===== config.mk =====
export PLATFORM = sky130hd
export DESIGN_NAME = fetch1_ifq
export DESIGN_NICKNAME = d
export VERILOG_FILES = /design/src/rtl/fetch_pkg.sv /design/src/rtl/fetch_ptr.sv /design/src/rtl/fetch1_ifq.sv
export SDC_FILE = /design/constraint.sdc
export NUM_CORES = 1
export LEC_CHECK = 0
export CAP_MARGIN = 20
export CORE_MARGIN = 1.5
export CORE_UTILIZATION = 55
export CTS_BUF_LIST = sky130_fd_sc_hd__clkbuf_2
export DETAILED_ROUTE_END_ITERATION = 10
export MAX_ROUTING_LAYER = met4
export PLACE_DENSITY = 0.82
export SYNTH_ARGS = -nofsm -noshare
export SYNTH_HDL_FRONTEND = slang
export SYNTH_SLANG_ARGS = --single-unit

===== constraint.sdc =====
create_clock -name clk -period 5.7 [get_ports clk]
set_input_delay 1.425 -clock clk [delete_from_list [all_inputs] [get_ports clk]]
set_output_delay 1.425 -clock clk [all_outputs]
set_load 0.1 [all_outputs]

===== src/rtl/fetch_pkg.sv =====
// Shared fetch-stage definitions: default widths, queue entry layout and the
// canonical NOP encoding consumed by later stages.
package fetch_pkg;

  localparam int XLEN = 64;
  localparam int ILEN = 32;

  localparam logic [31:0] INSTR_NOP = 32'h00000013;

  typedef struct packed {
    logic [XLEN-1:0] pc;
    logic [ILEN-1:0] instr;
    logic            filled;
  } iq_entry_t;

endpackage


===== src/rtl/fetch_ptr.sv =====
// Wrap-bit ring pointer: optional reload (flush) followed by an optional
// increment in the same cycle.
module fetch_ptr #(
  parameter int PW = 2
) (
  input  logic        clk,
  input  logic        rst_n,
  input  logic        load,
  input  logic [PW:0] load_val,
  input  logic        inc,
  output logic [PW:0] ptr
);

  always_ff @(posedge clk or negedge rst_n) begin
    if (!rst_n) ptr <= '0;
    else        ptr <= (load ? load_val : ptr) + {{PW{1'b0}}, inc};
  end

endmodule


===== src/rtl/fetch1_ifq.sv =====
// F1 fetch queue: issues in-order imem requests for the F0 PC stream, collects
// responses into an in-order queue for decode, and throttles F0 via credits.
module fetch1_ifq #(
  parameter int XLEN     = fetch_pkg::XLEN,
  parameter int ILEN     = fetch_pkg::ILEN,
  parameter int IQ_DEPTH = 4
) (
  input  logic            clk,
  input  logic            rst_n,
  input  logic            f0_valid_i,
  input  logic [XLEN-1:0] f0_pc_i,
  output logic            stall_f0_o,
  input  logic            redir_i,
  output logic            imem_req_valid_o,
  input  logic            imem_req_ready_i,
  output logic [XLEN-1:0] imem_req_addr_o,
  input  logic            imem_resp_valid_i,
  input  logic [ILEN-1:0] imem_resp_data_i,
  output logic            f1_valid_o,
  output logic [XLEN-1:0] f1_pc_o,
  output logic [ILEN-1:0] f1_instr_o,
  input  logic            f1_ready_i
);

  localparam int PW = $clog2(IQ_DEPTH);
  typedef logic [PW:0] ptr_t;

  // Entry fields kept as separate arrays so their widths follow the parameters.
  logic [XLEN-1:0]     pc_q    [IQ_DEPTH];
  logic [ILEN-1:0]     instr_q [IQ_DEPTH];
  logic [IQ_DEPTH-1:0] filled;

  ptr_t          alloc, fill, head, drop_cnt;
  ptr_t          used, outstanding;
  logic [PW+1:0] occ;
  logic          credit_ok, fire, resp_take, pop;

  assign used        = alloc - head;
  assign outstanding = alloc - fill;
  // Stale in-flight responses still hold a slot until they drain.
  assign occ         = {1'b0, used} + {1'b0, drop_cnt};
  assign credit_ok   = occ < (PW+2)'(IQ_DEPTH);

  assign imem_req_valid_o = f0_valid_i & credit_ok;
  assign imem_req_addr_o  = f0_pc_i;
  assign stall_f0_o       = ~credit_ok | ~imem_req_ready_i;
  assign fire             = imem_req_valid_o & imem_req_ready_i;

  assign resp_take  = imem_resp_valid_i & ~redir_i & (drop_cnt == '0);
  assign f1_valid_o = filled[head[PW-1:0]] & (used != '0) & ~redir_i;
  assign pop        = f1_valid_o & f1_ready_i;
  assign f1_pc_o    = f1_valid_o ? pc_q[head[PW-1:0]]    : '0;
  assign f1_instr_o = f1_valid_o ? instr_q[head[PW-1:0]] : '0;

  // A flush collapses fill/head onto alloc; a same-cycle request then lands
  // at alloc as the first entry of the new path.
  fetch_ptr #(.PW(PW)) u_alloc (
    .clk(clk), .rst_n(rst_n), .load(1'b0), .load_val('0), .inc(fire), .ptr(alloc)
  );
  fetch_ptr #(.PW(PW)) u_fill (
    .clk(clk), .rst_n(rst_n), .load(redir_i), .load_val(alloc), .inc(resp_take), .ptr(fill)
  );
  fetch_ptr #(.PW(PW)) u_head (
    .clk(clk), .rst_n(rst_n), .load(redir_i), .load_val(alloc), .inc(pop), .ptr(head)
  );

  always_ff @(posedge clk or negedge rst_n) begin
    if (!rst_n) begin
      drop_cnt <= '0;
    end else if (redir_i) begin
      drop_cnt <= drop_cnt + outstanding - ptr_t'(imem_resp_valid_i);
    end else if (imem_resp_valid_i && (drop_cnt != '0)) begin
      drop_cnt <= drop_cnt - ptr_t'(1);
    end
  end

  // alloc and fill never alias while a response is being accepted.
  always_ff @(posedge clk or negedge rst_n) begin
    if (!rst_n) begin
      filled <= '0;
    end else begin
      if (fire)      filled[alloc[PW-1:0]] <= 1'b0;
      if (resp_take) filled[fill[PW-1:0]]  <= 1'b1;
    end
  end

  always_ff @(posedge clk) begin
    if (fire)      pc_q[alloc[PW-1:0]]   <= f0_pc_i;
    if (resp_take) instr_q[fill[PW-1:0]] <= imem_resp_data_i;
  end

endmodule


==> Implementation_results.wiki <==
{| class="wikitable"
! Metric !! Value
|-
| Period utilization || 94.2%
|-
| Critical path required time || 4.28 ns
|-
| Initial standard-cell utilization of the core || 56.0%
|-
| Post-synthesis cell area || 0.0161 mm²
|-
| Leakage dissipation || 6.79 nW
|-
| Net count reported at finish || 1178
|-
| # setup viols final || 0
|-
| Vertical die dimension || 174 µm
|-
| Slew headroom || 34.0%
|-
| Critical path start-end classification || flop to output port
|-
| Layout fillers || 1942
|-
| Wire length of the first global-routing pass || 47500 µm
|-
| Share of flip-flops with an asynchronous set or reset after synthesis || 4.00%
|-
| Cell count after synthesis || 781
|-
| Number of I/O pins || 266
|-
| Via count || 8131
|-
| Worst Setup SP || u_alloc.ptr[0]
|-
| Die Footprint || 0.0303 mm²
|-
| Share of power burned in the clock network || 18.2%
|-
| Switching component of the power || 4.08 mW
|-
| Critical path fanouts, max || 22
|-
| CORE AREA || 0.0287 mm²
|-
| Outcome || complete, no violations
|-
| Buffer levels on the longest clock path || 3
|-
| Detailed-router iteration count before antenna repair || 5
|-
| Power density over the cells || 506 mW/mm²
|-
| Layout cells sized above 1 || 38.2%
|-
| Number of synthesized register bits || 400
|-
| Setup tns final || 0 ns
|-
| Via density || 5.39
|-
| Kind of capture point of the worst setup path || output port
|-
| Placement row count || 62
|-
| Synth cell types || 33
|-
| Layout overhead on the synthesized area || 19.3%
|-
| H-tree levels || 3
|-
| Switching Fraction || 42.0%
|-
| Routed length per instance || 20.5 µm
|-
| Overall power consumption || 9.71 mW
|-
| Mean cell area of the mapped netlist || 20.6 µm²
|-
| CP arrival || 3.95 ns
|-
| Clk pin slew, worst setup/hold paths || 0.10 ns
|-
| Clock latency on the worst-skew pair || 0.88 ns
|-
| Main area contributors after synthesis || edfxtp_1 (72%), mux4_2 (14%), nor2b_1 (3.8%)
|-
| Number of antenna violations at the first check in global routing || 2
|-
| Sequential area share after synthesis || 74.2%
|-
| Drt drc || 0
|-
| Final antenna-violating net count || 0
|-
| Sequential cell area || 0.0119 mm²
|-
| Part of the power in registers || 37.3%
|-
| Cell type with the largest total area after synthesis || edfxtp_1
|-
| Total Routed Length || 30900 µm
|-
| Net Count, Synth || 901
|-
| Area taken by multi-input logic gates || 0.00342 mm²
|-
| Clock tree from TritonCTS || yes
|-
| Startpoint kind of the worst setup timing path || flop
|-
| Worst R2R Start || u_alloc.ptr[0]
|-
| Count of buffers added by post-CTS timing repair for setup || 0
|-
| Hold Path Origin || filled[3]
|-
| Width of the die || 174 µm
|-
| Count of input and output buffers || 265
|-
| Max-Cap Viols || 0
|-
| Setup repair after global routing missed its margin || false
|-
| Maximum operating frequency || 0.186 GHz
|-
| Maximum number of pins on one net before global-route repair || 99
|-
| Cell-internal power || 5.63 mW
|-
| Root cell of the clock tree || clkbuf_2
|-
| Final hold viol count || 0
|-
| Post-CTS Hold Buffers || 0
|-
| Pin slew with the least headroom to its limit || 0.988 ns
|-
| Predominant post-synthesis flop cell || edfxtp_1
|-
| Number of buffers created by CTS || 93
|-
| Detailed router's first-iteration violation count || 700
|-
| Final setup skew || 0.0605 ns
|-
| Final Wtd Congestion || 0.760
|-
| Kind of path behind the tightest hold check || flop to flop
|-
| Share of the synthesized area in the top cell type || 71.7%
|-
| Global-route usage over all layers || 21.6%
|-
| Slew Viols, Final || 0
|-
| Shortest period the worst path allows || 5.37 ns
|-
| Number of flops mapped to enable cells by yosys || 384
|-
| Ordered list of cells on the worst path || inv_1 > ha_1 > inv_1 > fa_1 > xnor3_1 > o311ai_4 > buf_8 > buf_4 > nor2b_1 > buf_4
|-
| Max stage delay on crit path || 0.75 ns
|-
| Warning count from the yosys run || 0
|-
| Vias in the first global route || 8642
|-
| Sum of net half-perimeters after detailed placement || 18900 µm
|-
| Post-CTS resize count || 0
|-
| Peak supply drop || 0.411 mV
|-
| Number of clock sinks || 400
|-
| Combinational cell fraction of total power || 44.5%
|-
| Slowest cell on the critical path || o311ai_4
|-
| Total congestion overflow after global routing || 0
|}
[kinds of logic after synthesis]
group	count (synthesis)	synth area share, %
and+or+nand+nor	122	4.66
DFF	400	74.2
adders and majority gates	17	1.56
xor gates and xnor gates	8	0.607
AOI/OAI and AO/OA	14	0.669
muxes	99	13.7
buffers and inverters	121	4.61
[Yosys cell counts, drive strengths merged (3+ instances only)]
library cell / count
a21o: 3
and3: 4
buf: 88
clkbuf: 10
dfrtp: 16
edfxtp: 384
fa: 5
ha: 12
inv: 23
mux4: 97
nand2: 4
nand4: 4
nor2: 3
nor2b: 98
o21ai: 5
xnor2: 5
[routing by layer]
layer | track usage (%) | up-vias | wire length, µm
li1 | - | 3627 | -
met1 | 27.8 | 4076 | 12300
met2 | 34.2 | 388 | 15500
met3 | 5.03 | 40 | 2540
met4 | 7.29 | 0 | 456
met5 | - | - | 0
[placed cells by master (no fill, tap or decap), drive strengths merged, types with 2 or more instances in the layout]
cell | Yosys | layout
a211oi | 2 | 2
a21o | 3 | 3
a21oi | 2 | 2
and2 | 2 | 2
and3 | 4 | 4
buf | 88 | 178
bufinv | 0 | 2
clkbuf | 10 | 134
clkdlybuf4s50 | 0 | 102
clkinv | 0 | 24
clkinvlp | 0 | 2
dfrtp | 16 | 16
diode | 0 | 2
edfxtp | 384 | 384
fa | 5 | 5
ha | 12 | 12
inv | 23 | 20
mux2i | 2 | 2
mux4 | 97 | 97
nand2 | 4 | 4
nand4 | 4 | 4
nor2 | 3 | 3
nor2b | 98 | 98
nor3b | 2 | 2
o21ai | 5 | 5
xnor2 | 5 | 5
xnor3 | 2 | 2
[power groups by stage]
stage / Sequential, mW / Clock, mW / Combinational, mW
3_5_place_dp: 3.69 / 0 / 4.36
4_1_cts: 3.63 / 1.83 / 4.37
2_1_floorplan: 3.66 / 0 / 3.46
3_3_place_gp: 3.67 / 0 / 4.32
5_1_grt: 3.65 / 1.97 / 4.56
6_report: 3.62 / 1.76 / 4.33
[sequential cells by signal (all words and copies together), names as in the netlist]
register,count
instr_q,128
filled,4
u_alloc.ptr,3
u_head.ptr,3
pc_q,256
drop_cnt,3
u_fill.ptr,3
[worst paths after layout]
kind	slack, ns	cells past startpoint	to
hold reg to reg	0.48	1	filled[3]
max in group asynchronous	4.13	1	u_head.ptr[1]
setup / recovery	0.33	10	f1_pc_o[49]
hold / removal	0.48	1	filled[3]
min in group asynchronous	1.01	1	drop_cnt[2]
setup reg to reg	1.59	10	pc_q[0][7]
[metrics by stage]
step | util, % | worst slack, ns | hold WS [ns] | instances | cell area (µm²)
after floorplan | - | 0.726 | 0.445 | 781 | 16100
after global placement | 63.9 | 0.792 | 0.455 | 1346 | 18300
after detailed placement | 63.9 | 0.810 | 0.461 | 1347 | 18300
after CTS | 66.8 | 0.167 | 0.489 | 1506 | 19200
after global routing | 66.9 | 0.00928 | 0.503 | 1508 | 19200
final | 66.9 | 0.329 | 0.483 | 1508 | 19200
[worst max-delay path: cells and delay by family, from the launching register on]
family	cells	cell delay [ns]
buffers and inverters	5	0.97
AOI/OAI and AO/OA	1	0.75
adders and majority gates	2	0.52
DFF	1	0.45
xor gates and xnor gates	1	0.26
and+or+nand+nor	1	0.13
[cell type report]
class | count | area share (%)
Inverter | 23 | 0.476
Clock inverter | 25 | 0.906
Antenna cell | 2 | 0.0261
Multi-Input combinational cell | 260 | 17.8
Clock buffer | 134 | 3.49
Timing Repair Buffer | 280 | 12.6
Tap cell | 384 | 2.50
Sequential cell | 400 | 62.2
No activity file was read; power rests on OpenSTA's default activity.
